### config.mk
export PLATFORM = sky130hd
export DESIGN_NAME = draw_sequencer_flat
export DESIGN_NICKNAME = d
export VERILOG_FILES = /design/src/rtl/draw_pkg.sv /design/src/rtl/draw_sequencer_if.sv /design/src/rtl/draw_arb.sv /design/src/rtl/draw_sequencer.sv /design/src/flat_wrapper.sv
export SDC_FILE = /design/constraint.sdc
export NUM_CORES = 1
export LEC_CHECK = 0
export ABC_AREA = 1
export CORE_MARGIN = 1
export CORE_UTILIZATION = 50
export DETAILED_ROUTE_END_ITERATION = 16
export DONT_BUFFER_PORTS = 1
export GPL_ROUTABILITY_DRIVEN = 0
export PLACE_DENSITY = 0.64
export SLEW_MARGIN = 0
export SYNTH_ARGS = -nofsm -noshare
export SYNTH_HDL_FRONTEND = slang
export SYNTH_HIERARCHICAL = 1
export SYNTH_SLANG_ARGS = --single-unit
### constraint.sdc
create_clock -name clk -period 12.9 [get_ports clk]
set_input_delay 1.29 -clock clk [delete_from_list [all_inputs] [get_ports clk]]
set_output_delay 1.29 -clock clk [all_outputs]
set_load 0.02 [all_outputs]
### src/rtl/draw_pkg.sv
// Shared types for the draw sequencer: FSM states, 16-bit coordinate/colour
// types and the default pixel-counter width.
package draw_pkg;

  localparam int unsigned CNTW = 34;

  typedef logic [15:0] coord_t;
  typedef logic [15:0] color_t;

  typedef enum logic [2:0] {
    IDLE   = 3'd0,
    GRANT  = 3'd1,
    WIN    = 3'd2,
    STREAM = 3'd3,
    FINISH = 3'd4
  } state_t;

  // Window pixel count; reversed bounds wrap modulo 2^16.
  function automatic logic [33:0] win_area(coord_t x0, coord_t x1, coord_t y0, coord_t y1);
    coord_t      dx;
    coord_t      dy;
    logic [16:0] w;
    logic [16:0] h;
    dx = x1 - x0;
    dy = y1 - y0;
    w  = {1'b0, dx} + 17'd1;
    h  = {1'b0, dy} + 17'd1;
    return w * h;
  endfunction

endpackage

### src/rtl/draw_sequencer_if.sv
// Window-command and pixel-stream handshake between the sequencer and the LCD controller.
interface draw_sequencer_if;
  import draw_pkg::*;

  logic   win_valid;
  logic   win_ready;
  coord_t win_x0;
  coord_t win_x1;
  coord_t win_y0;
  coord_t win_y1;
  logic   pix_valid;
  logic   pix_ready;
  color_t pix_data;

  modport master (
    output win_valid, win_x0, win_x1, win_y0, win_y1, pix_valid, pix_data,
    input  win_ready, pix_ready
  );

  modport slave (
    input  win_valid, win_x0, win_x1, win_y0, win_y1, pix_valid, pix_data,
    output win_ready, pix_ready
  );
endinterface

### src/rtl/draw_arb.sv
// Rotating-priority arbiter: first requester at or after ptr wins (ptr=0 gives
// plain lowest-index priority).
module draw_arb #(
  parameter int unsigned NCLIENTS = 4,
  parameter int unsigned PW       = (NCLIENTS > 1) ? $clog2(NCLIENTS) : 1
) (
  input  logic [NCLIENTS-1:0] req,
  input  logic [PW-1:0]       ptr,
  output logic [NCLIENTS-1:0] grant
);

  always_comb begin
    logic [PW:0] pos;
    logic        found;
    grant = '0;
    found = 1'b0;
    pos   = '0;
    for (int unsigned k = 0; k < NCLIENTS; k++) begin
      pos = {1'b0, ptr} + (PW+1)'(k);
      if (pos >= (PW+1)'(NCLIENTS)) pos = pos - (PW+1)'(NCLIENTS);
      if (!found && req[pos[PW-1:0]]) begin
        grant[pos[PW-1:0]] = 1'b1;
        found              = 1'b1;
      end
    end
  end

endmodule

### src/rtl/draw_sequencer.sv
// Grants one drawing client at a time, sends its window to the LCD and streams
// its pixels. Define DRAW_SEQ_ROUNDROBIN_EN for round-robin arbitration.
module draw_sequencer #(
  parameter int unsigned NCLIENTS = 4,
  parameter int unsigned CNTW     = draw_pkg::CNTW
) (
  input  logic                   clk,
  input  logic                   rst,
  input  logic [NCLIENTS-1:0]    update,
  output logic [NCLIENTS-1:0]    draw,
  output logic [NCLIENTS-1:0]    cnext,
  input  logic [NCLIENTS-1:0]    drawdone,
  input  logic [16*NCLIENTS-1:0] xstart,
  input  logic [16*NCLIENTS-1:0] xend,
  input  logic [16*NCLIENTS-1:0] ystart,
  input  logic [16*NCLIENTS-1:0] yend,
  input  logic [16*NCLIENTS-1:0] color,
  draw_sequencer_if.master       lcd,
  output logic                   busy
);
  import draw_pkg::*;

  localparam int unsigned PW = (NCLIENTS > 1) ? $clog2(NCLIENTS) : 1;

  state_t              state;
  logic [NCLIENTS-1:0] sel_oh;
  logic [NCLIENTS-1:0] draw_q;
  logic [NCLIENTS-1:0] req;
  logic [NCLIENTS-1:0] grant;
  logic [PW-1:0]       sel;
  logic [PW-1:0]       gidx;
  logic [PW-1:0]       ptr;
  logic [CNTW-1:0]     count;
  coord_t              wx0, wx1, wy0, wy1;
  coord_t              xs, xe, ys, ye;
  color_t              cc;
  logic                accept;

  assign req = update & drawdone;

`ifdef DRAW_SEQ_ROUNDROBIN_EN
  logic [PW-1:0] rr_ptr;
  always_ff @(posedge clk) begin
    if (rst)
      rr_ptr <= '0;
    else if (state == IDLE && |req)
      rr_ptr <= (gidx == PW'(NCLIENTS-1)) ? '0 : gidx + 1'b1;
  end
  assign ptr = rr_ptr;
`else
  assign ptr = '0;
`endif

  draw_arb #(.NCLIENTS(NCLIENTS), .PW(PW)) u_arb (
    .req   (req),
    .ptr   (ptr),
    .grant (grant)
  );

  always_comb begin
    gidx = '0;
    for (int unsigned k = 0; k < NCLIENTS; k++)
      if (grant[k]) gidx = PW'(k);
  end

  always_comb begin
    xs = '0;
    xe = '0;
    ys = '0;
    ye = '0;
    cc = '0;
    for (int unsigned k = 0; k < NCLIENTS; k++) begin
      if (sel == PW'(k)) begin
        xs = xstart[16*k +: 16];
        xe = xend[16*k +: 16];
        ys = ystart[16*k +: 16];
        ye = yend[16*k +: 16];
        cc = color[16*k +: 16];
      end
    end
  end

  assign accept = (state == STREAM) && lcd.pix_ready;

  always_ff @(posedge clk) begin
    if (rst) begin
      state  <= IDLE;
      sel_oh <= '0;
      sel    <= '0;
      draw_q <= '0;
      count  <= '0;
      wx0    <= '0;
      wx1    <= '0;
      wy0    <= '0;
      wy1    <= '0;
    end else begin
      case (state)
        IDLE: if (|req) begin
          sel_oh <= grant;
          sel    <= gidx;
          draw_q <= grant;
          state  <= GRANT;
        end
        GRANT: begin
          wx0   <= xs;
          wx1   <= xe;
          wy0   <= ys;
          wy1   <= ye;
          count <= CNTW'(win_area(xs, xe, ys, ye));
          state <= WIN;
        end
        WIN: if (lcd.win_ready) state <= STREAM;
        // draw drops on the edge that accepts the last pixel
        STREAM: if (lcd.pix_ready) begin
          count <= count - CNTW'(1);
          if (count == CNTW'(1)) begin
            draw_q <= '0;
            state  <= FINISH;
          end
        end
        FINISH: if (|(drawdone & sel_oh)) state <= IDLE;
        default: state <= IDLE;
      endcase
    end
  end

  assign draw          = draw_q;
  assign cnext         = accept ? sel_oh : '0;
  assign busy          = (state != IDLE);
  assign lcd.win_valid = (state == WIN);
  assign lcd.pix_valid = (state == STREAM);
  assign lcd.pix_data  = cc;
  assign lcd.win_x0    = wx0;
  assign lcd.win_x1    = wx1;
  assign lcd.win_y0    = wy0;
  assign lcd.win_y1    = wy1;

endmodule

### src/flat_wrapper.sv
// flat-port wrapper written by rule: the top's interface ports become plain ports
module draw_sequencer_flat import draw_pkg::*;
#(
  parameter int unsigned NCLIENTS = 4,
  parameter int unsigned CNTW     = draw_pkg::CNTW
)
  (clk, rst, update, draw, cnext, drawdone, xstart, xend, ystart, yend, color, busy, lcd_win_valid, lcd_win_x0, lcd_win_x1, lcd_win_y0, lcd_win_y1, lcd_pix_valid, lcd_pix_data, lcd_win_ready, lcd_pix_ready);
  draw_sequencer_if lcd_i ();
  input  logic clk;
  input  logic rst;
  input  logic [NCLIENTS-1:0] update;
  output logic [NCLIENTS-1:0] draw;
  output logic [NCLIENTS-1:0] cnext;
  input  logic [NCLIENTS-1:0] drawdone;
  input  logic [16*NCLIENTS-1:0] xstart;
  input  logic [16*NCLIENTS-1:0] xend;
  input  logic [16*NCLIENTS-1:0] ystart;
  input  logic [16*NCLIENTS-1:0] yend;
  input  logic [16*NCLIENTS-1:0] color;
  output logic busy;
  output wire logic [$bits(lcd_i.win_valid)-1:0] lcd_win_valid;
  output wire logic [$bits(lcd_i.win_x0)-1:0] lcd_win_x0;
  output wire logic [$bits(lcd_i.win_x1)-1:0] lcd_win_x1;
  output wire logic [$bits(lcd_i.win_y0)-1:0] lcd_win_y0;
  output wire logic [$bits(lcd_i.win_y1)-1:0] lcd_win_y1;
  output wire logic [$bits(lcd_i.pix_valid)-1:0] lcd_pix_valid;
  output wire logic [$bits(lcd_i.pix_data)-1:0] lcd_pix_data;
  input wire logic [$bits(lcd_i.win_ready)-1:0] lcd_win_ready;
  input wire logic [$bits(lcd_i.pix_ready)-1:0] lcd_pix_ready;
  assign lcd_win_valid = lcd_i.win_valid;
  assign lcd_win_x0 = lcd_i.win_x0;
  assign lcd_win_x1 = lcd_i.win_x1;
  assign lcd_win_y0 = lcd_i.win_y0;
  assign lcd_win_y1 = lcd_i.win_y1;
  assign lcd_pix_valid = lcd_i.pix_valid;
  assign lcd_pix_data = lcd_i.pix_data;
  assign lcd_i.win_ready = lcd_win_ready;
  assign lcd_i.pix_ready = lcd_pix_ready;
  draw_sequencer #(.NCLIENTS(NCLIENTS), .CNTW(CNTW)) u_core (.clk(clk), .rst(rst), .update(update), .draw(draw), .cnext(cnext), .drawdone(drawdone), .xstart(xstart), .xend(xend), .ystart(ystart), .yend(yend), .color(color), .lcd(lcd_i), .busy(busy));
endmodule
======== After elaboration in Yosys (flattened, before gate mapping) ========
Cells that the tools add are included.
storage, ports and cells
  bits in registers ....................... 111
  input bits .............................. 332
  output and inout bits ................... 91
  logic and storage cells ................. 91
operators by class
  add/subtract/negate cells ............... 5
  multiply operators ...................... 1
  equal/unequal tests ..................... 13
  muxes and demuxes ....................... 43
  bitwise operators ....................... 2
  reduce and logical (&&, ||, !) cells .... 18
operators by type and width
  kind                   count
  $mux 16                20
  $pmux 34 s2            1
  $add 16x1->17 const B  2
  $eq 34x1->1 const B    1
  $mul 17x17->34         1
  $mux 34                1
  $sub 34x1->34 const B  1
  $sub 16x16->16         2
  $mux 4                 5
  $mux 3                 6
  $pmux 3 s5             1
  $ne 2x1->1 const B     5
  $and 4x4->4            2
  $pmux 4 s2             1
  $reduce_or 4->1        2
  $eq 3x2->1 const B     2
  $mux 2                 3
  $mux 1                 5
  $reduce_and 5->1       1
  $eq 2x2->1 const B     2
  $logic_and 1x1->1      4
  $reduce_and 2->1       2
  $reduce_and 4->1       1
  $reduce_bool 2->1      2
  7 further kinds        9

======== Depth between registers and ports, before layout ========
Gate-level depths: netlist of run 1.
  depth after elaboration ................. 14
  mapped depth ............................ 52

======== Hierarchy ========
The synthesis of run 1 kept the hierarchy.
by module, submodules not included
  module          times used  cells each  area an instance (µm²)  sequential area each (µm²)
  draw_sequencer  1           2,769       18,828.1                2,222.1
  draw_arb        1           73          396.6                   0.0

======== Worst setup path before layout of run 1 ========
No wires, ideal clock.
  path type ............................... input to register
  start ................................... in xend[0]
  end ..................................... reg u_core.count[30]
  arrival ................................. 8,907 ps
  required time ........................... 12,781 ps
  path slack .............................. 3,874 ps
  cell stages on the path ................. 42
  cells stage by stage .................... a22o_1 > a221oi_1 > ha_1 > clkbuf_1 > inv_1 > clkbuf_1 > ha_1 > nand3_1 > nor2_1 > inv_1 > nor2_1 > nand2_1 > nor2_1 > nand4_1 > nor2_1 > or2_2 > nand2_1 > inv_1 > [6 not listed] > fa_1 > inv_1 > fa_1 > fa_1 > inv_1 > fa_1 > inv_1 > ha_1 > nand2_1 > nor2_1 > nand2_1 > nand2_1 > a21oi_1 > o21ai_0 > a21oi_1 > or2_2 > nand3_1 > a21oi_1
on the way
  longest elaborated chain between the ends .. 8
RTL lines
  element               RTL line               RTL
  start, declared       flat_wrapper.sv:16     input logic [16*NCLIENTS-1:0] xend;
  $mux 16 (4 in a row)  draw_sequencer.sv:73   if (sel == PW'(k)) begin
  $sub 16x16->16        draw_pkg.sv:24         dx = x1 - x0;
  $add 16x1->17         draw_pkg.sv:26         w = {1'b0, dx} + 17'd1;
  $mul 17x17->34        draw_pkg.sv:28         return w * h;
  $pmux 34 s2           draw_sequencer.sv:97   case (state)
  end signal, assigned  draw_sequencer.sv:109  count <= CNTW'(win_area(xs, xe, ys, ye));
  end signal, assigned  draw_sequencer.sv:115  count <= count - CNTW'(1);
  end, declared         draw_sequencer.sv:33   logic [CNTW-1:0] count;
Every way passes these cells.
A chain may end at the register's enable or synchronous reset.

======== Final worst setup path of run 1 ========
  start ................................... reg u_core.sel[0]
  end ..................................... reg u_core.count[30]
on the way
  longest elaborated chain between the ends .. 9
  elaborated cells on any way between the ends .. 26
  those cells by class .................... add/sub (4); mul (1); eq/ne (3); mux (17); reduce/logical (1)
RTL lines
  element                                   RTL line                        RTL
  start, declared                           draw_sequencer.sv:30            logic [PW-1:0] sel;
  start signal, assigned                    draw_sequencer.sv:100           sel <= gidx;
  $logic_not 2->1                           draw_sequencer.sv:73
  $mux 16 (4 in a row)                      draw_sequencer.sv:73
  $sub 16x16->16, on equally long branches  draw_pkg.sv:24, draw_pkg.sv:25
  $add 16x1->17, on equally long branches   draw_pkg.sv:26, draw_pkg.sv:27
  $mul 17x17->34 *                          draw_pkg.sv:28
  $pmux 34 s2 *                             draw_sequencer.sv:97
Mark *: on every way between the ends. The rest lies on a longest branch, timed or not.

==> results of run 1 <==
==> layer usage <==
layer	GRT usage	vias to the layer above	share of wire
met1	0.469	9316	0.38
met4	0.192	8	0.055
li1	-	8928	-
met3	0.146	236	0.13
met2	0.563	1191	0.42
met5	0.0741	-	0.0048
==> metrics by stage <==
step / instance area, um2 / setup WS [ns] / util / hold slack, ns / instances
after detailed placement: 19600 / 1.95 / 0.520 / 0.473 / 3279
after global placement: 19600 / 2.05 / 0.520 / 0.461 / 3279
after global routing: 20000 / 0.908 / 0.529 / 0.507 / 3313
final: 20000 / 1.56 / 0.529 / 0.487 / 3317
after floorplan: 19300 / 3.87 / - / 0.454 / 2858
after CTS: 19900 / 1.89 / 0.527 / 0.487 / 3295
==> flip-flops by register name, indices dropped and copies added (netlist names) <==
| register | count |
|---|---|
| u_core/count | 34 |
| u_core/draw | 4 |
| u_core/lcd.win_x0 | 16 |
| u_core/lcd.win_x1 | 16 |
| u_core/lcd.win_y0 | 16 |
| u_core/lcd.win_y1 | 16 |
| u_core/sel | 2 |
| u_core/sel_oh | 4 |
| u_core/state | 3 |
==> logic make-up after synthesis <==
kind of cell / share of synthesized area
compound gates: 0.126
flops: 0.116
simple gates: 0.296
buf+inv: 0.118
other cells: 0.000195
fa+ha+maj: 0.329
xor+xnor: 0.0146
==> area by class of cell <==
| class | instances | area, um2 |
|---|---|---|
| antenna | 22 | 55.1 |
| clock buffer | 11 | 243 |
| clock inverter | 5 | 52.6 |
| fill | 3746 | 17800 |
| inverter | 489 | 1840 |
| multi-input combinational | 2154 | 14800 |
| sequential | 111 | 2220 |
| tap | 511 | 639 |
| timing repair buffer | 14 | 105 |
==> worst max-delay path, delay by kind of cell, from the launching register on <==
family / cells / cell delay (ns)
DFF: 1 / 0.89
and+or+nand+nor: 15 / 2.43
AOI/OAI and AO/OA: 9 / 1.81
xor gates and xnor gates: 1 / 0.27
adders and majority gates: 8 / 3.95
buffers and inverters: 8 / 1.81
==> final timing paths <==
kind              cells past startpoint                       endpoint                           from
setup reg to reg                     41  u_core/count[30]$_SDFFE_PP0P_     u_core/sel[0]$_SDFFE_PP0P_
hold reg to reg                       2  u_core/sel_oh[0]$_SDFFE_PP0P_  u_core/sel_oh[0]$_SDFFE_PP0P_
setup / recovery                     41  u_core/count[30]$_SDFFE_PP0P_     u_core/sel[0]$_SDFFE_PP0P_
hold / removal                        2  u_core/sel_oh[0]$_SDFFE_PP0P_  u_core/sel_oh[0]$_SDFFE_PP0P_
==> cell usage in the layout (no fill, tap or decap), types with 18 or more instances in the layout <==
cell type / count
nor2_1: 276
xor2_1: 20
inv_1: 468
nor2_2: 18
ha_1: 144
o21ai_0: 154
nand2_1: 657
a21oi_1: 155
a31oi_1: 23
dfxtp_1: 111
nor3_1: 18
diode_2: 22
nand4_1: 78
fa_1: 226
nand3_1: 199
a22o_1: 22
==> metrics.txt, run 1 <==
run status=completed; row count=71; synthesis-stage register bit count=111; vias in the first global route=19100; RSZ-0062 raised after global routing=no; largest net degree at the start of global routing=92; fin crit period=11.34 ns; Nets=3481; GRT Residual Overflow=0; Fin. Hold Viols=0; Cell variety after synth=50; Post-synth ARST share=0; Synth top area share=0.235; FMAX=88.2 MHz; post-detailed-route via-to-cell ratio=5.93; Synth area leader=fa_1; Starting DRT DRC Count=1964; number of flops mapped to enable cells by yosys=0; core box area=37800 um2; Primary FF master, synth=dfxtp_1; total track usage=0.379; top cells by count, synth=657 x nand2_1, 469 x inv_1, 278 x nor2_1; Resized cells post-CTS=0; count leader, synth=nand2_1; Seq/Total Area, Yosys=0.116; Critical-path top delay cell=dfxtp_1; CP Launch Type=flop; post-route ant nets=0; final period utilization=0.879; final setup fails=0; H-tree lvl count=3; Reg clk slew, reported paths=0.08 ns; drt pass-1 iters=8; Hold WC Path Type=reg2reg; postcts setup bufs=0; Detailed Route WL=72800 um; Die W=198 um; CTS tree=yes; initial antenna violation count=22; cells taking the most area after synthesis=fa_1 24%, nand2_1 13%, dfxtp_1 12%, ha_1 9.4%, inv_1 9.2%; Inserted Clock Buffers=9; PortBufs=0; post-DP HPWL=60600 um; CP Data Arrival Time=11.66 ns; Slew Limit Headroom=0.226; total I/O pin count=423; Post-Syn Area=19200 um2; first-pass GRT wire length=111000 um; CP Capture Type=flop; Die Height=198 um; Vias=19700; share of cells above drive strength 1=0.0424; # hold bufs at CTS=0; Worst Path Required=13.22 ns; # clock sinks=111; latest clock arrival within the worst-skew pair=0.40 ns; setup TNS=0 ns; Avg Cell Area, Syn=6.76 um2; crit-path max FO=54; Area Growth Syn to Fin=3.87%; max incr delay on CP=0.89 ns; die footprint=39200 um2; Initial Utilization=0.509; WS Path Type=reg2reg; reg2reg setup slack=1.56 ns; CTS root buffer=clkbuf_16; max_cap viols=0; measured slew at the worst slew-check pin=1.16 ns; Worst Skew=0.0160 ns; routed len/inst=21.9 um; fin. max-slew vios=0; Residual DRC=0; Synthesis Warnings=6; CTS max path bufs=2; Mapped Cells=2842
Power of run 1 is left out: the tool's default activity adds up to more than one toggle a clock period on the data nets, which glitch-free logic cannot reach.
==> inputs of run 2 (changes only) <==
--- a/config.mk
+++ b/config.mk
@@ -6,11 +6,11 @@
 export NUM_CORES = 1
 export LEC_CHECK = 0
 export ABC_AREA = 1
-export CORE_MARGIN = 1
 export CORE_UTILIZATION = 50
 export DETAILED_ROUTE_END_ITERATION = 16
 export DONT_BUFFER_PORTS = 1
 export GPL_ROUTABILITY_DRIVEN = 0
+export MAX_ROUTING_LAYER = met4
 export PLACE_DENSITY = 0.64
 export SLEW_MARGIN = 0
 export SYNTH_ARGS = -nofsm -noshare
==> run 2 against run 1 <==
Against the previous run:
- sequential share of layout area about the same
- die area is the same
- clock skew is 0.00054 ns higher
- worst hold slack got worse by 0.0016 ns
- largest cell class unchanged
- critical endpoint unchanged
==> metrics.txt, run 2 (synthesis gave the netlist of run 1 again) <==
post-route ant nets=0; WS Path Type=reg2reg; pre-CTS WS=1.95 ns; Finished Layout Cells=3315; first-pass GRT wire length=111000 um; highest routing layer actually used=met4; worst reg2reg path startpoint=u_core/sel[0]$_SDFFE_PP0P_; Hold WC Path Type=reg2reg; Reg-to-Reg End=u_core/count[30]$_SDFFE_PP0P_; post-route cell area=20000 um2; Worst Path Required=13.22 ns; measured slew at the worst slew-check pin=1.23 ns; Reg clk slew, reported paths=0.08 ns; Filler cells=3743; post-DP HPWL=60600 um; total track usage=0.390; setup TNS=0 ns; CP Launch Type=flop; number of flip-flops under the largest register name=34; GRT Residual Overflow=0; Met2 Routed Length=31500 um; initial antenna violation count=19; final worst setup slack=1.57 ns; met3 wire length=10100 um; row count=71; largest net degree at the start of global routing=92; Residual DRC=0; Initial Utilization=0.509; RSZ-0062 raised after global routing=no; Inserted Clock Buffers=9; Critical-path top delay cell=dfxtp_1; FF-to-FF path depth=39; met1 wire length=27900 um; fin crit period=11.33 ns; final period utilization=0.879; CP Data Arrival Time=11.65 ns; Vias=19700; final setup fails=0; drt pass-1 iters=11; PortBufs=0; reg2reg setup slack=1.57 ns; Area after DPL=19600 um2; CTS max path bufs=2; worst hold endpoint=u_core/sel_oh[0]$_SDFFE_PP0P_; Worst Setup SP=u_core/sel[0]$_SDFFE_PP0P_; fin. max-slew vios=0; post-detailed-route via-to-cell ratio=5.94; CTS tree=yes; Area Growth Syn to Fin=3.84%; largest reg by FF count=u_core/count; CTS root buffer=clkbuf_16; share of cells above drive strength 1=0.0424; most frequent cells in the layout=657 x nand2_1, 468 x inv_1, 276 x nor2_1; # hold bufs at CTS=0; die footprint=39200 um2; # clock sinks=111; Starting DRT DRC Count=2089; Worst Skew=0.0166 ns; hold_sp=u_core/sel_oh[0]$_SDFFE_PP0P_; FMAX=88.2 MHz; CP Capture Type=flop; latest clock arrival within the worst-skew pair=0.40 ns; Die W=198 um; total I/O pin count=423; Nets=3481; Fin. Hold Viols=0; most common cell after layout, fill and taps aside=nand2_1; Die Height=198 um; vias in the first global route=19100; crit-path max FO=54; postcts setup bufs=0; Slew Limit Headroom=0.182; core box area=37800 um2; H-tree lvl count=3; routed len/inst=22.0 um; Detailed Route WL=72900 um; run status=completed; Resized cells post-CTS=0; Hold Path Stages=2; max incr delay on CP=0.91 ns; max_cap viols=0; dpl cells=3279
-- run 2: layout make-up --
| cell class | count | area (um2) | share of cell area |
|---|---|---|---|
| tap | 511 | 639 | 0.0320 |
| timing repair buffer | 14 | 105 | 0.00526 |
| clock inverter | 5 | 52.6 | 0.00263 |
| clock buffer | 11 | 243 | 0.0122 |
| sequential | 111 | 2220 | 0.111 |
| multi-input combinational | 2154 | 14800 | 0.742 |
| inverter | 489 | 1840 | 0.0919 |
| antenna | 20 | 50.0 | 0.00251 |
-- run 2: how the worst max path moves through the flow --
stage                                    endpoint  slack [ns]
global placement    u_core/count[30]$_SDFFE_PP0P_        2.05
CTS                 u_core/count[30]$_SDFFE_PP0P_        1.89
global route        u_core/count[30]$_SDFFE_PP0P_        0.91
detailed placement  u_core/count[30]$_SDFFE_PP0P_        1.95
finish              u_core/count[30]$_SDFFE_PP0P_        1.57
floorplan           u_core/count[30]$_SDFFE_PP0P_        3.87
-- run 2: per-layer routing --
metal,GRT usage,up-vias
met4,0.185,0
li1,-,8934
met3,0.154,188
met5,-,-
met1,0.470,9411
met2,0.568,1174
-- run 2: through the flow --
stage	utilization	hold slack [ns]
3_5_place_dp	0.520	0.473
3_3_place_gp	0.520	0.461
2_1_floorplan	-	0.454
4_1_cts	0.527	0.487
6_report	0.529	0.485
5_1_grt	0.529	0.507
-- run 2: worst max-delay path, delay by kind of cell (launching register included) --
| kind | cells | cell delay, ns |
|---|---|---|
| adder cells (fa/ha/maj) | 9 | 4.27 |
| flip-flops | 1 | 0.91 |
| AO/OA/AOI/OAI | 9 | 1.58 |
| AND/OR/NAND/NOR | 13 | 2.60 |
| buffers and inverters | 8 | 1.82 |
Power of run 2 is left out for the same reason.
